$ cat config.mk
export PLATFORM = sky130hd
export DESIGN_NAME = ym3438_clk_phase_gen
export DESIGN_NICKNAME = d
export VERILOG_FILES = /design/src/rtl/ym3438_clk_phase_gen.sv
export SDC_FILE = /design/constraint.sdc
export NUM_CORES = 1
export LEC_CHECK = 0
export CAP_MARGIN = 5
export CORE_AREA = 2 2 39 41
export CTS_CLUSTER_SIZE = 16
export DETAILED_ROUTE_END_ITERATION = 6
export DIE_AREA = 0 0 41 43
export GPL_TIMING_DRIVEN = 0
export PLACE_DENSITY = 0.71
export SYNTH_ARGS = -nofsm -noshare
export SYNTH_HDL_FRONTEND = slang
export SYNTH_SLANG_ARGS = --single-unit
$ cat constraint.sdc
create_clock -name MCLK -period 1.3 [get_ports MCLK]
set_input_delay 0.13 -clock MCLK [delete_from_list [all_inputs] [get_ports MCLK]]
set_output_delay 0.13 -clock MCLK [all_outputs]
set_load 0.05 [all_outputs]
$ cat src/rtl/ym3438_clk_phase_gen.sv
// ym3438_clk_phase_gen
//
// Two-phase enable generator for the OPN2 core. It divides MCLK into
// internal cycles of DIV MCLK periods. In each internal cycle it emits one
// c1 pulse and one c2 pulse, each one MCLK wide. It also keeps the slot
// cycle counter and the frame sync flag, and it stretches the core reset so
// that it always lasts to the end of a full frame.
//
// Parameters:
//   DIV            MCLK cycles per internal cycle (>= 2)
//   PHASE2_OFFSET  MCLK offset of c2 after c1 (1..DIV-1)
//   SLOTS          internal cycles per frame (2..32)
//
// Ports:
//   MCLK     in   master clock, all state updates on posedge
//   rst      in   synchronous active-high reset
//   clk_en   in   divider run enable; the divider freezes while low
//   c1       out  phase-1 enable, one MCLK wide, registered
//   c2       out  phase-2 enable, one MCLK wide, registered
//   phi_m    out  divided square wave (high for the first DIV/2 counts)
//   cycle    out  slot cycle, 0..SLOTS-1
//   sync     out  high while cycle == SLOTS-1
//   sys_rst  out  core reset, held until the first frame wrap after rst
//
// Build option:
//   YM3438_PHI_M_OUT_EN  when defined, phi_m is driven from a register.
//                        Otherwise phi_m is tied to 0 and has no register.

module ym3438_clk_phase_gen #(
    parameter int DIV           = 6,
    parameter int PHASE2_OFFSET = 3,
    parameter int SLOTS         = 24
) (
    input  logic       MCLK,
    input  logic       rst,
    input  logic       clk_en,
    output logic       c1,
    output logic       c2,
    output logic       phi_m,
    output logic [4:0] cycle,
    output logic       sync,
    output logic       sys_rst
);

    localparam int DIV_W = (DIV > 1) ? $clog2(DIV) : 1;

    localparam logic [DIV_W-1:0] DIV_LAST  = DIV_W'(DIV - 1);
    localparam logic [DIV_W-1:0] C2_POS    = DIV_W'(PHASE2_OFFSET);
    localparam logic [4:0]       SLOT_LAST = 5'(SLOTS - 1);

    logic [DIV_W-1:0] div_cnt;
    logic [DIV_W-1:0] inc;

    always_comb begin
        inc = (div_cnt == DIV_LAST) ? '0 : div_cnt + 1'b1;
    end

    // Reset loads the divider with DIV-1. As a result, the first enabled
    // edge after release wraps the divider to 0 and fires c1.
    always_ff @(posedge MCLK) begin
        if (rst) begin
            div_cnt <= DIV_LAST;
            c1      <= 1'b0;
            c2      <= 1'b0;
        end else if (clk_en) begin
            div_cnt <= inc;
            c1      <= (inc == '0);
            c2      <= (inc == C2_POS);
        end else begin
            c1      <= 1'b0;
            c2      <= 1'b0;
        end
    end

    // The counter advances on the registered c2. It therefore moves one
    // edge after c2 is seen high. sys_rst drops on the same edge where the
    // counter wraps.
    always_ff @(posedge MCLK) begin
        if (rst) begin
            cycle   <= '0;
            sys_rst <= 1'b1;
        end else if (c2) begin
            if (cycle == SLOT_LAST) begin
                cycle   <= '0;
                sys_rst <= 1'b0;
            end else begin
                cycle   <= cycle + 1'b1;
            end
        end
    end

    always_comb begin
        sync = (cycle == SLOT_LAST);
    end

`ifdef YM3438_PHI_M_OUT_EN
    localparam logic [DIV_W-1:0] DIV_HALF = DIV_W'(DIV / 2);

    logic phi_q;

    always_ff @(posedge MCLK) begin
        if (rst) begin
            phi_q <= 1'b0;
        end else if (clk_en) begin
            phi_q <= (inc < DIV_HALF);
        end
    end

    assign phi_m = phi_q;
`else
    assign phi_m = 1'b0;
`endif

endmodule

==> run metrics <==
internal cell power=0.480 mW; synth-to-layout area growth=39.5%; clk_lat worst skew=260 ps; clock power share=0.361; max_cap viols=0; CTS root buf=clkbuf_4; share of layout cells above drive strength 1=0.344; cell family contributing the most delay on the critical path=flip-flops; Yosys cell types=24; CP max-delay cell=dfxtp_4; Leakage=0.253 nW; critical path's largest stage delay=370 ps; hpwl dp=604 µm; status=complete, no violations; peak supply drop=0.000587 V; CTS tree=yes; number of port buffers=11; routed via count=354; PnR worst setup slack=7.04 ps; Net Switching=0.137 mW; Top Ports=13; DRC Markers=0; arrival time at the worst endpoint=1160 ps; drt first pass iters=1; Tot GR Track Use=0.105; routed len/inst=9.94 µm; crit share post-route=0.995; CTS Buffer Depth=2; post-synthesis sequential area ratio=0.482; standard-cell rows=14; first-pass GRT wire length=1.21 mm; switch share=0.222; GRT overflow=0; number of global-route vias before repair=331; chip height=43 µm; Setup Crit Path Kind=flop to output port; initial core utilization=0.330; DR vias/cell=4.60; Clock Pin Slew Worst Setup and Hold Paths=60 ps; min cycle time layout=1290 ps; hold violation total from the final report=0; CP Capture Type=output port; skew final=2.23 ps; number of diodes=0; Max H-tree Level=1; post-synth net total=49; maximum fanout along the worst path=4; RSZ-0062 raised after global routing=true; type of origin of the critical path=flop; Post-Syn Instances=45; sequential power share=0.562; Logic pwr share=0.078; Crit path required time=1170 ps; 1st-iter DRT viols=0; TritonCTS Sinks=11; CORE AREA=1380 µm²; total CTS buffers=3; antenna violations before repair=0; Die ar.=1760 µm²; Slew Viols, Final=0; antenna-violating nets left=0; drt total wl=765 µm; HP Class=flop to flop; most frequent cells in the layout=nor2_1 (5), dfxtp_1 (5), nand2_1 (4), dfxtp_2 (4), dlygate4sd2_1 (4); Syn. warnings=0; Final #Nets=66; # setup viols final=0; Die Wd=41 µm; largest net degree at the start of global routing=11; crit path cell chain=ha_4, and4b_4, buf_8; FF+latch count, synth=11; RD Place Congestion=0.630; post-synthesis cell area=457 µm²; fmax=773 MHz; Syn Area/Cell=10.1 µm²; PwrDens=968 nW/µm²; setup slack at placement=-383 ps; Power Total=0.617 mW; Crit path buffers/inverters=1
## Yosys cell counts
cell type | instances | area share
buf_4 | 1 | 0.016
nor2_1 | 5 | 0.041
nor3b_1 | 1 | 0.016
mux2i_1 | 2 | 0.044
and4b_4 | 1 | 0.030
buf_6 | 1 | 0.025
nor4b_1 | 1 | 0.019
xnor2_1 | 1 | 0.019
nor3_1 | 2 | 0.022
conb_1 | 1 | 0.0082
a211o_1 | 1 | 0.019
a21o_1 | 2 | 0.033
nand2b_1 | 1 | 0.014
nand4_1 | 1 | 0.014
nand2_1 | 4 | 0.033
a21oi_2 | 1 | 0.019
ha_1 | 1 | 0.027
and2_2 | 1 | 0.016
or3b_1 | 1 | 0.019
clkbuf_1 | 1 | 0.0082
dfxtp_1 | 11 | 0.48
nand3_2 | 1 | 0.022
or2_2 | 1 | 0.014
xor2_1 | 2 | 0.038
## sequential cells by signal, indices dropped and copies added (netlist names)
| signal | flops |
|---|---|
| cycle | 5 |
| div_cnt | 3 |
| c1 | 1 |
| c2 | 1 |
| sys_rst | 1 |
## layer usage
metal / vias to the layer above / global-route usage / routed length (µm)
met1: 162 / 0.114 / 326
met3: 0 / 0.0314 / 42
met4: 0 / 0.0800 / 0
met5: - / 0 / 0
li1: 183 / - / -
met2: 9 / 0.159 / 397
## repair_timing
action | 4_1_cts | 5_1_grt
setup endpoints to repair | 9 | 6
setup buffers | 0 | 1
hold buffers | 0 | 0
pin swaps | 1 | 0
gates resized for setup | 19 | 3
## layout make-up
cell class,count,area (µm²)
well taps,16,20.0
clock buffers,4,26.3
multi-input cells,31,228
flip-flops and latches,11,233
plain buffers,3,22.5
fillers,136,747
repair buffers,12,108
## power groups by stage
stage	clock network (mW)	registers [mW]	logic [mW]
final	0.222	0.346	0.0479
after global routing	0.253	0.347	0.0516
after CTS	0.235	0.346	0.0483
after detailed placement	0	0.354	0.0496
after global placement	0	0.354	0.0488
after floorplan	0	0.360	0.0285
## worst paths after layout
| kind | startpoint | to | slack (ps) | depth (start not counted) |
|---|---|---|---|---|
| setup reg to reg | cycle[0] | cycle[0] | 90 | 5 |
| hold reg to reg | div_cnt[0] | c2 | 440 | 1 |
| hold / removal | div_cnt[0] | c2 | 440 | 1 |
| setup / recovery | cycle[1] | sync | 7 | 3 |
## kinds of logic (layout without fill, tap and decap cells)
kind of cell | after synthesis | after routing | share of synthesized area
AOI/OAI and AO/OA | 4 | 4 | 0.0712
muxes | 2 | 2 | 0.0438
xor gates and xnor gates | 3 | 3 | 0.0575
other | 1 | 1 | 0.00821
buffers and inverters | 3 | 19 | 0.0493
DFF | 11 | 11 | 0.482
adders and majority gates | 1 | 1 | 0.0274
and+or+nand+nor | 20 | 20 | 0.260
## stage by stage
step / util / cell area [µm²] / std cells / hold WS [ps] / setup TNS [ps]
after floorplan: - / 483 / 45 / 202 / -33.6
after global placement: 0.443 / 613 / 72 / 415 / -368
after detailed placement: 0.443 / 613 / 72 / 427 / -383
after CTS: 0.461 / 638 / 76 / 437 / -30.6
after global routing: 0.460 / 637 / 77 / 441 / -57.1
final: 0.460 / 637 / 77 / 437 / 0
Note: power is estimated with default switching activity, not from simulation.
